$ cat src/rtl/ioctl_sdram_loader_pkg.sv
// ioctl_sdram_loader_pkg: write FSM encoding and word FIFO entry layout {addr, data[16], be[2]}
package ioctl_sdram_loader_pkg;
  typedef enum logic {S_IDLE, S_REQ} state_t;
  localparam int DATA_BE_W = 18;
  function automatic int entry_w(input int addr_w);
    return addr_w + DATA_BE_W;
  endfunction
endpackage

$ cat src/rtl/ioctl_sdram_loader_fifo.sv
// loader_fifo: synchronous FIFO; a push while full is discarded
module loader_fifo #(
  parameter int W     = 40,
  parameter int DEPTH = 4
) (
  input  logic                     clk,
  input  logic                     rst,
  input  logic                     push,
  input  logic [W-1:0]             din,
  input  logic                     pop,
  output logic [W-1:0]             dout,
  output logic                     full,
  output logic                     empty,
  output logic [$clog2(DEPTH):0]   count
);
  localparam int AW = $clog2(DEPTH);
  logic [W-1:0] mem_q [DEPTH];
  logic [AW-1:0] wp_q, rp_q;
  logic [AW:0] cnt_q;
  logic wr, rd;
  assign full  = cnt_q == (AW+1)'(DEPTH);
  assign empty = cnt_q == '0;
  assign wr    = push & ~full;
  assign rd    = pop & ~empty;
  assign dout  = mem_q[rp_q];
  assign count = cnt_q;
  always_ff @(posedge clk) begin
    if (rst) begin
      wp_q  <= '0;
      rp_q  <= '0;
      cnt_q <= '0;
    end else begin
      if (wr) begin
        mem_q[wp_q] <= din;
        wp_q <= wp_q + 1'b1;
      end
      if (rd) rp_q <= rp_q + 1'b1;
      cnt_q <= cnt_q + (AW+1)'(wr) - (AW+1)'(rd);
    end
  end
endmodule

$ cat src/rtl/ioctl_sdram_loader.sv
// ioctl_sdram_loader: packs a matched ioctl byte download into 16-bit words and
// writes them to one SDRAM client port, throttling data_io through clkref_n.
module ioctl_sdram_loader
  import ioctl_sdram_loader_pkg::*;
#(
  parameter int               ADDR_W     = 22,
  parameter logic [ADDR_W-1:0] BASE_ADDR = '0,
  parameter logic [5:0]       INDEX      = 6'd0,
  parameter bit               ANY_INDEX  = 1'b0,
  parameter int               FIFO_DEPTH = 4
) (
  input  logic              clk_sys,
  input  logic              reset,
  input  logic              ioctl_download,
  input  logic [7:0]        ioctl_index,
  input  logic              ioctl_wr,
  input  logic [24:0]       ioctl_addr,
  input  logic [7:0]        ioctl_dout,
  output logic              clkref_n,
  output logic              mem_req,
  output logic [ADDR_W-1:0] mem_addr,
  output logic [15:0]       mem_din,
  output logic [1:0]        mem_be,
  input  logic              mem_ack,
  output logic              busy,
  output logic              loaded,
  output logic              err_overflow
);
  localparam int EW = entry_w(ADDR_W);
  localparam int CW = $clog2(FIFO_DEPTH) + 1;
  localparam logic [CW-1:0] THR = CW'(FIFO_DEPTH - 2);
  state_t state_q, state_d;
  logic active, active_q, byte_wr, lo_sel, same, flush, push, pop, full, empty;
  logic [ADDR_W-1:0] waddr, pa_q, pa_d, mem_addr_q;
  logic [7:0] nlo, nhi, plo_q, plo_d, phi_q, phi_d;
  logic [1:0] nbe, pbe_q, pbe_d, mem_be_q;
  logic pv_q, pv_d, busy_q, loaded_q, err_q;
  logic [15:0] mem_din_q;
  logic [EW-1:0] push_word, head;
  logic [CW-1:0] count;
  logic unused_idx;
  assign unused_idx = ^ioctl_index[7:6];
  assign active  = ioctl_download & (ANY_INDEX | (ioctl_index[5:0] == INDEX));
  assign byte_wr = ioctl_wr & active;
  assign waddr   = BASE_ADDR + ADDR_W'(ioctl_addr[24:1]);
  assign lo_sel  = ~ioctl_addr[0];
  assign same    = pv_q & (pa_q == waddr);
  assign nlo     = lo_sel ? ioctl_dout : (same ? plo_q : 8'h00);
  assign nhi     = !lo_sel ? ioctl_dout : (same ? phi_q : 8'h00);
  assign nbe     = (same ? pbe_q : 2'b00) | (lo_sel ? 2'b01 : 2'b10);
  assign flush   = active_q & ~active & pv_q;
  // A completed word, a displaced partial and an end-of-download flush are mutually exclusive.
  always_comb begin
    pv_d  = pv_q;
    pa_d  = pa_q;
    plo_d = plo_q;
    phi_d = phi_q;
    pbe_d = pbe_q;
    push      = byte_wr ? (nbe == 2'b11 || (pv_q && !same)) : flush;
    push_word = (byte_wr && nbe == 2'b11) ? {waddr, nhi, nlo, nbe} : {pa_q, phi_q, plo_q, pbe_q};
    if (byte_wr) begin
      pv_d  = nbe != 2'b11;
      pa_d  = waddr;
      plo_d = nlo;
      phi_d = nhi;
      pbe_d = nbe;
    end else if (flush) pv_d = 1'b0;
  end
  loader_fifo #(.W(EW), .DEPTH(FIFO_DEPTH)) u_fifo (
    .clk(clk_sys), .rst(reset), .push(push), .din(push_word), .pop(pop),
    .dout(head), .full(full), .empty(empty), .count(count)
  );
  always_comb begin
    state_d = (state_q == S_IDLE) ? (empty ? S_IDLE : S_REQ) : (mem_ack ? S_IDLE : S_REQ);
    pop     = (state_q == S_REQ) & mem_ack;
  end
  assign busy = active | pv_q | ~empty | (state_q != S_IDLE);
  always_ff @(posedge clk_sys) begin
    if (reset) begin
      state_q    <= S_IDLE;
      active_q   <= 1'b0;
      pv_q       <= 1'b0;
      pa_q       <= '0;
      plo_q      <= '0;
      phi_q      <= '0;
      pbe_q      <= '0;
      mem_addr_q <= '0;
      mem_din_q  <= '0;
      mem_be_q   <= '0;
      busy_q     <= 1'b0;
      loaded_q   <= 1'b0;
      err_q      <= 1'b0;
    end else begin
      state_q  <= state_d;
      active_q <= active;
      pv_q     <= pv_d;
      pa_q     <= pa_d;
      plo_q    <= plo_d;
      phi_q    <= phi_d;
      pbe_q    <= pbe_d;
      if (state_q == S_IDLE && !empty) {mem_addr_q, mem_din_q, mem_be_q} <= head;
      busy_q   <= busy;
      loaded_q <= busy_q & ~busy;
      err_q    <= err_q | (push & full);
    end
  end
  assign clkref_n     = count > THR;
  assign mem_req      = state_q == S_REQ;
  assign mem_addr     = mem_addr_q;
  assign mem_din      = mem_din_q;
  assign mem_be       = mem_be_q;
  assign loaded       = loaded_q;
  assign err_overflow = err_q;
endmodule
$ cat config.mk
export PLATFORM = sky130hd
export DESIGN_NAME = ioctl_sdram_loader
export DESIGN_NICKNAME = d
export VERILOG_FILES = /design/src/rtl/ioctl_sdram_loader_pkg.sv /design/src/rtl/ioctl_sdram_loader_fifo.sv /design/src/rtl/ioctl_sdram_loader.sv
export SDC_FILE = /design/constraint.sdc
export NUM_CORES = 1
export LEC_CHECK = 0
export BUFFER_PORTS_ARGS = -buffer_cell sky130_fd_sc_hd__clkbuf_2
export CAP_MARGIN = 20
export CORE_MARGIN = 3
export CORE_UTILIZATION = 50
export CTS_CLUSTER_SIZE = 12
export DETAILED_ROUTE_END_ITERATION = 16
export MAX_ROUTING_LAYER = met4
export PLACE_DENSITY = 0.67
export SYNTH_ARGS = -nofsm -noshare
export SYNTH_HDL_FRONTEND = slang
export SYNTH_SLANG_ARGS = --single-unit
$ cat constraint.sdc
create_clock -name clk_sys -period 8.25 [get_ports clk_sys]
set_input_delay 0.4125 -clock clk_sys [delete_from_list [all_inputs] [get_ports clk_sys]]
set_output_delay 0.4125 -clock clk_sys [all_outputs]
set_load 0.05 [all_outputs]
== Word level (Yosys, flattened, before mapping) ==
Memories as Yosys holds them, arrays and structs flattened. A register that Yosys moved wholly into a read port is not among the register bits.
Cells that the tools add are included.

* Divide/modulo/power cells: 0
* Equal/unequal tests: 4
* $lt $le $gt $ge: 1
* Reductions and logical operators: 9
* $mul: 0
* Bitwise logic cells: 20
* Shifts and indexed selects: 0
* $add $sub $neg: 4
* Mux-type cells: 16

{| class="wikitable"
|+ Operators with widths
! cell !! count
|-
| $mux 40 || 1
|-
| $mux 8 || 4
|-
| $eq 22x22->1 || 1
|-
| $and 1x1->1 || 10
|-
| $mux 1 || 9
|-
| $logic_not 6->1 || 1
|-
| $not 1->1 || 5
|-
| $add 2x1->2 const B || 2
|-
| $mux 2 || 2
|-
| $or 1x1->1 || 4
|-
| $add 3x1->3 || 1
|-
| $eq 3x3->1 const B || 1
|-
| $gt 3x2->1 const B || 1
|-
| $logic_and 1x1->1 || 3
|-
| $logic_not 3->1 || 1
|-
| $sub 3x1->3 || 1
|-
| $eq 2x2->1 const B || 1
|-
| $logic_not 1->1 || 2
|-
| $ne 2x2->1 const B || 1
|-
| $or 2x2->2 || 1
|-
| $reduce_bool 2->1 || 1
|-
| $logic_or 1x1->1 || 1
|}

* Word-level logic and storage cells: 68
* Memory bits (read-only): 0
* Bits in latches: 0
* Bits in writable memories: 160
* Output and inout port bits: 45
* Input port bits: 46
* Flip-flop bits (word level): 53
* Memories kept: 1

{| class="wikitable"
|+ Memory list
! memory !! depth !! width !! read ports !! clocked after Yosys merged registers in !! wr ports !! line !! source
|-
| u_fifo.mem_q || 4 || 40 || 1 || 1 || 1 || ioctl_sdram_loader_fifo.sv:17 || <nowiki>logic [W-1:0] mem_q [DEPTH];</nowiki>
|}

== Logic depth before layout (Yosys ltp) ==
* Word-level depth: 11
* Gate-level depth with buffers: 9
* Depth with buffers taken out: 9

== Modules after synthesis ==
Synthesis repeated with hierarchy kept, for this count alone.

* Cells, all modules: 734
* Area total of the unflattened synthesis: 10103.4 µm²

{| class="wikitable"
|+ By module, submodules not included
! module !! cells an instance !! area each (µm²) !! seq. area each (µm²) !! times used
|-
| loader_fifo || 260 || 6299.8 || 4984.8 || 1
|-
| ioctl_sdram_loader || 474 || 3803.6 || 1721.7 || 1
|}

== Least setup slack after synthesis ==
OpenSTA, ideal clock, no wires.

* Kind: input-to-reg
* From: input ioctl_index[2]
* To: memory u_fifo.mem_q[0][0], enable pin
* Setup time: 0.401 ns
* Setup slack: 5.184 ns
* Buffers on the path: 0
* Data arrival time: 2.664 ns
* Stages: 5
* Required time: 7.849 ns
* Cells stage by stage: or4b_4 > nor3_4 > o211ai_1 > a21oi_2 > and3b_1

* Cells in the longest elaborated chain, start to end: 10
* Elaborated cells between the ends (all ways): 11

{| class="wikitable"
|+ Ends and longest elaborated chain
! element !! line !! source
|-
| start, declared || ioctl_sdram_loader.sv:15 || <nowiki>input logic [7:0] ioctl_index,</nowiki>
|-
| $logic_not 6->1 (*) || ioctl_sdram_loader.sv:43 || <nowiki>assign active = ioctl_download & (ANY_INDEX | (ioctl_index[5:0] == INDEX));</nowiki>
|-
| $and 1x1->1 (*) || ioctl_sdram_loader.sv:43 ||
|-
| $not 1->1 || ioctl_sdram_loader.sv:51 || <nowiki>assign flush = active_q & ~active & pv_q;</nowiki>
|-
| $and 1x1->1 (2 in a row) || ioctl_sdram_loader.sv:51 ||
|-
| $mux 1 (*) || ioctl_sdram_loader.sv:59 || <nowiki>push = byte_wr ? (nbe == 2'b11 || (pv_q && !same)) : flush;</nowiki>
|-
| $and 1x1->1 (*) || ioctl_sdram_loader_fifo.sv:23 || <nowiki>assign wr = push & ~full;</nowiki>
|-
| net u_fifo.wr || ioctl_sdram_loader_fifo.sv:20 || <nowiki>logic wr, rd;</nowiki>
|-
| $mux 1 (*) || ioctl_sdram_loader_fifo.sv:33 || <nowiki>if (wr) begin</nowiki>
|-
| $mux 1 (*) || ioctl_sdram_loader_fifo.sv:28 || <nowiki>if (rst) begin</nowiki>
|-
| $mux 1 (not written as such) (*) || ioctl_sdram_loader_fifo.sv:34 || <nowiki>mem_q[wp_q] <= din;</nowiki>
|-
| end, declared || ioctl_sdram_loader_fifo.sv:17 ||
|}

The timed path passes the listed nets; every way through them passes the cells marked *.

== Worst setup path after layout ==
* From: input ioctl_index[2]
* To: memory u_fifo.mem_q[3][24], enable pin

Same word-level chain as after synthesis.

==> metrics.csv <==
stage;metric;value;unit
run_status;status;complete, no violations;
clock_tree;setup bufs post-CTS;0;
global_routing;overall global routing resource usage;19.5;%
die;Die W;147;um
setup_path;worst path cell trace;clkbuf_2 -> or4b_4 -> nor3_4 -> o211ai_1 -> a21oi_2 -> and3b_2 -> buf_12;
power_and_ir_drop;Switching Share;19.4;%
setup_path;Critical Path AT;3.40;ns
synthesis;top-count cell post-synth;edfxtp_1;
power_and_ir_drop;internal power;1.92;mW
power_and_ir_drop;combinational fraction of design power;1.6;%
placed_design;hpwl dp;11900;um
synthesis;most frequent cells after synthesis;edfxtp_1, nand2_1, a21oi_1, dfxtp_1, clkbuf_1;
clock_tree;# clock sinks;253;
clock_tree;H-tree depth;1;
final_layout;layout overhead on the synthesized area;13.9;%
final_layout;final core utilization;59.0;%
placed_design;port bufs;86;
clock_tree;Hold-fix buffers, CTS;0;
die;core area;19100;um2
final_layout;ant diodes;0;
final_layout;layout cells sized above 1;24.6;%
synthesis;Post-synth ARST share;0;%
clock_tree;clock buffer depth;3;
setup_path;WP data required;8.45;ns
synthesis;Avg Cell Area, Syn;13.8;um2
synthesis;Synth area leader;edfxtp_1;
timing;fin. max-slew vios;0;
power_and_ir_drop;PwrDens;211;nW/um2
setup_path;worst path bufs/invs;2;
clock_tree;post-cts resize count;0;
die;cell row count;50;
timing;TNS Setup;0;ns
global_routing;grt total ovfl;0;
die;I/O pin count;91;
timing;Slew headroom;29.4;%
route;Residual DRC;0;
clock_tree;Clk pin slew, worst setup/hold paths;0.06;ns
synthesis;Ys Warns;0;
setup_path;CP max-delay cell;nor3_4;
timing;Final setup violation count;0;
timing;actual slew at the worst max-slew pin;1.06;ns
power_and_ir_drop;Clock Power Share;42.4;%
route;Vias/cell;5.45;
setup_path;critical path capture point type;register;
die;Die Height;147;um
route;first-pass detailed-route iteration total;4;
synthesis;net count after synthesis;772;
global_routing;pin count of the biggest net entering global routing;74;
timing;final hold violations;0;
timing;Tmin final;3.19;ns
timing;share of the clock period used by the worst path;38.7;%
setup_path;critical path peak fanout;26;
global_routing;global-route wire length before repair;32300;um
placed_design;routability cong.;0.787;
synthesis;Post-synth EDFFs;160;
clock_tree;Clock Latency Late Sink;0.51;ns
worst_hold_path;worst hold path class;in2reg;
timing;RSZ-0062 raised after global routing;no;
power_and_ir_drop;IR Drop Worst-Case VDD;0.158;mV
die;Initial Util;51.8;%
clock_tree;CTS tree;done;
synthesis;synth unique cells;43;
timing;fmax;0.313;GHz
global_routing;number of global-route vias before repair;5922;
route;DR iter-0 viols;504;
setup_path;startpoint type of the worst setup path;input pin;
synthesis;Synth Cell Area;9890;um2
power_and_ir_drop;Pleak;4.17;nW
route;antenna viol nets, final;0;
setup_path;launch point of the worst reg-to-reg path;pa_q[13];
synthesis;Post-Syn Instances;718;
worst_hold_path;min-delay src;ioctl_addr[8];
power_and_ir_drop;Design Power;2.38;mW
final_layout;Nets;834;
route;wire length per cell;19.0;um
synthesis;Yosys top cell area share;48.6;%
global_routing;antenna violations before repair;0;
power_and_ir_drop;Seq pwr share;56.0;%
clock_tree;number of CTS-inserted buffers;25;
die;DIE AREA;21500;um2
setup_path;Crit. Startpoint;ioctl_index[2];
power_and_ir_drop;switching power;0.460;mW
route;via count;5763;
setup_path;CP Class;in2reg;
clock_tree;CTS Root Cell;clkbuf_16;
setup_path;kind of cell adding the most delay to the critical path;simple AND/OR/NAND/NOR gates;
route;drt total wl;20100;um
synthesis;register area share after synthesis;67.4;%
run;MaxCap Viol Count;0;
synthesis;largest cells by area after synthesis;edfxtp_1, dfxtp_1, mux4_2, a21oi_1, nand2_1;
timing;Final Skew;0.0111;ns
setup_path;CP max stage delay;0.86;ns
synthesis;flops & latches, synth;253;
synthesis;Post-synth top flop;edfxtp_1;
final timing paths:
check / slack, ns / depth (start not counted) / end
max: 5.06 / 7 / u_fifo.mem_q[3][24]
min: 0.15 / 3 / pa_q[7]
max reg2reg: 5.47 / 6 / u_fifo.mem_q[3][24]
min reg2reg: 0.45 / 2 / mem_din[1]
power groups by stage:
stage / sequential, mW / combinational, mW / clock [mW]
after floorplan: 1.36 / 0.0170 / 0
after global placement: 1.36 / 0.0372 / 0
after detailed placement: 1.36 / 0.0379 / 0
after CTS: 1.33 / 0.0382 / 1.03
after global routing: 1.33 / 0.0414 / 1.09
final: 1.33 / 0.0384 / 1.01
layout by cell type, fill, tap and decap left out, types with 3 or more instances in the layout:
master	n
a21oi_1	96
ha_1	7
mux2_2	18
nand4_1	6
nand3_1	3
buf_12	4
clkbuf_2	85
a211oi_1	19
nor3_1	3
inv_1	10
nand2b_1	6
mux4_2	40
edfxtp_1	160
nand2_1	128
clkbuf_1	17
xnor2_1	24
clkbuf_16	25
and3b_2	4
buf_4	7
dfxtp_1	92
nor2_1	12
cells by family (layout without fill, tap and decap cells):
| logic type | after synthesis | in the layout | synth area share [%] |
|---|---|---|---|
| flops | 253 | 253 | 67.4 |
| simple gates | 179 | 179 | 8.41 |
| compound gates | 122 | 122 | 6.82 |
| buf+inv | 72 | 151 | 2.81 |
| mux | 59 | 59 | 11.3 |
| xor+xnor | 25 | 25 | 2.21 |
| fa+ha+maj | 8 | 8 | 1.09 |
flip-flops by register name, summed over array words and instances, names as in the netlist, 3 cells and up:
signal,flops
mem_din,16
mem_addr,22
plo_q,8
u_fifo.mem_q,160
phi_q,8
u_fifo.count,3
pa_q,22
layout make-up:
type,count,area [um2]
inverter,10,37.5
fill,1463,7820
clock inverter,1,5.00
clock buffer,43,703
sequential,253,6670
multi-input combinational,393,2960
timing repair buffer,97,563
tap,260,325
per-stage QoR:
step                worst slack, ns  hold WS, ns  area (um2)  instances
floorplan                      5.18        0.442        9890        718
CTS                            4.80        0.134       11200       1053
global placement               4.38        0.442       10500       1009
finish                         5.06        0.153       11300       1057
global route                   4.89        0.142       11300       1057
detailed placement             4.28        0.446       10500       1009
layer usage:
| metal | part of all wire, % | up-vias | track usage (%) |
|---|---|---|---|
| met3 | 5.1 | 23 | 3.48 |
| met2 | 50 | 143 | 31.9 |
| met4 | 1.6 | 0 | 4.37 |
| met1 | 44 | 2849 | 25.8 |
| met5 | 0 | - | - |
| li1 | - | 2748 | - |
worst register-to-register path: stages, from the launching register on:
cell     delay, ns
dfxtp_1       0.36
xnor2_1       0.31
nand4_1       0.22
nor4_4        0.63
a21oi_2       0.24
and3b_2       0.50
buf_12        0.27
Note: power is estimated with default switching activity, not from simulation.
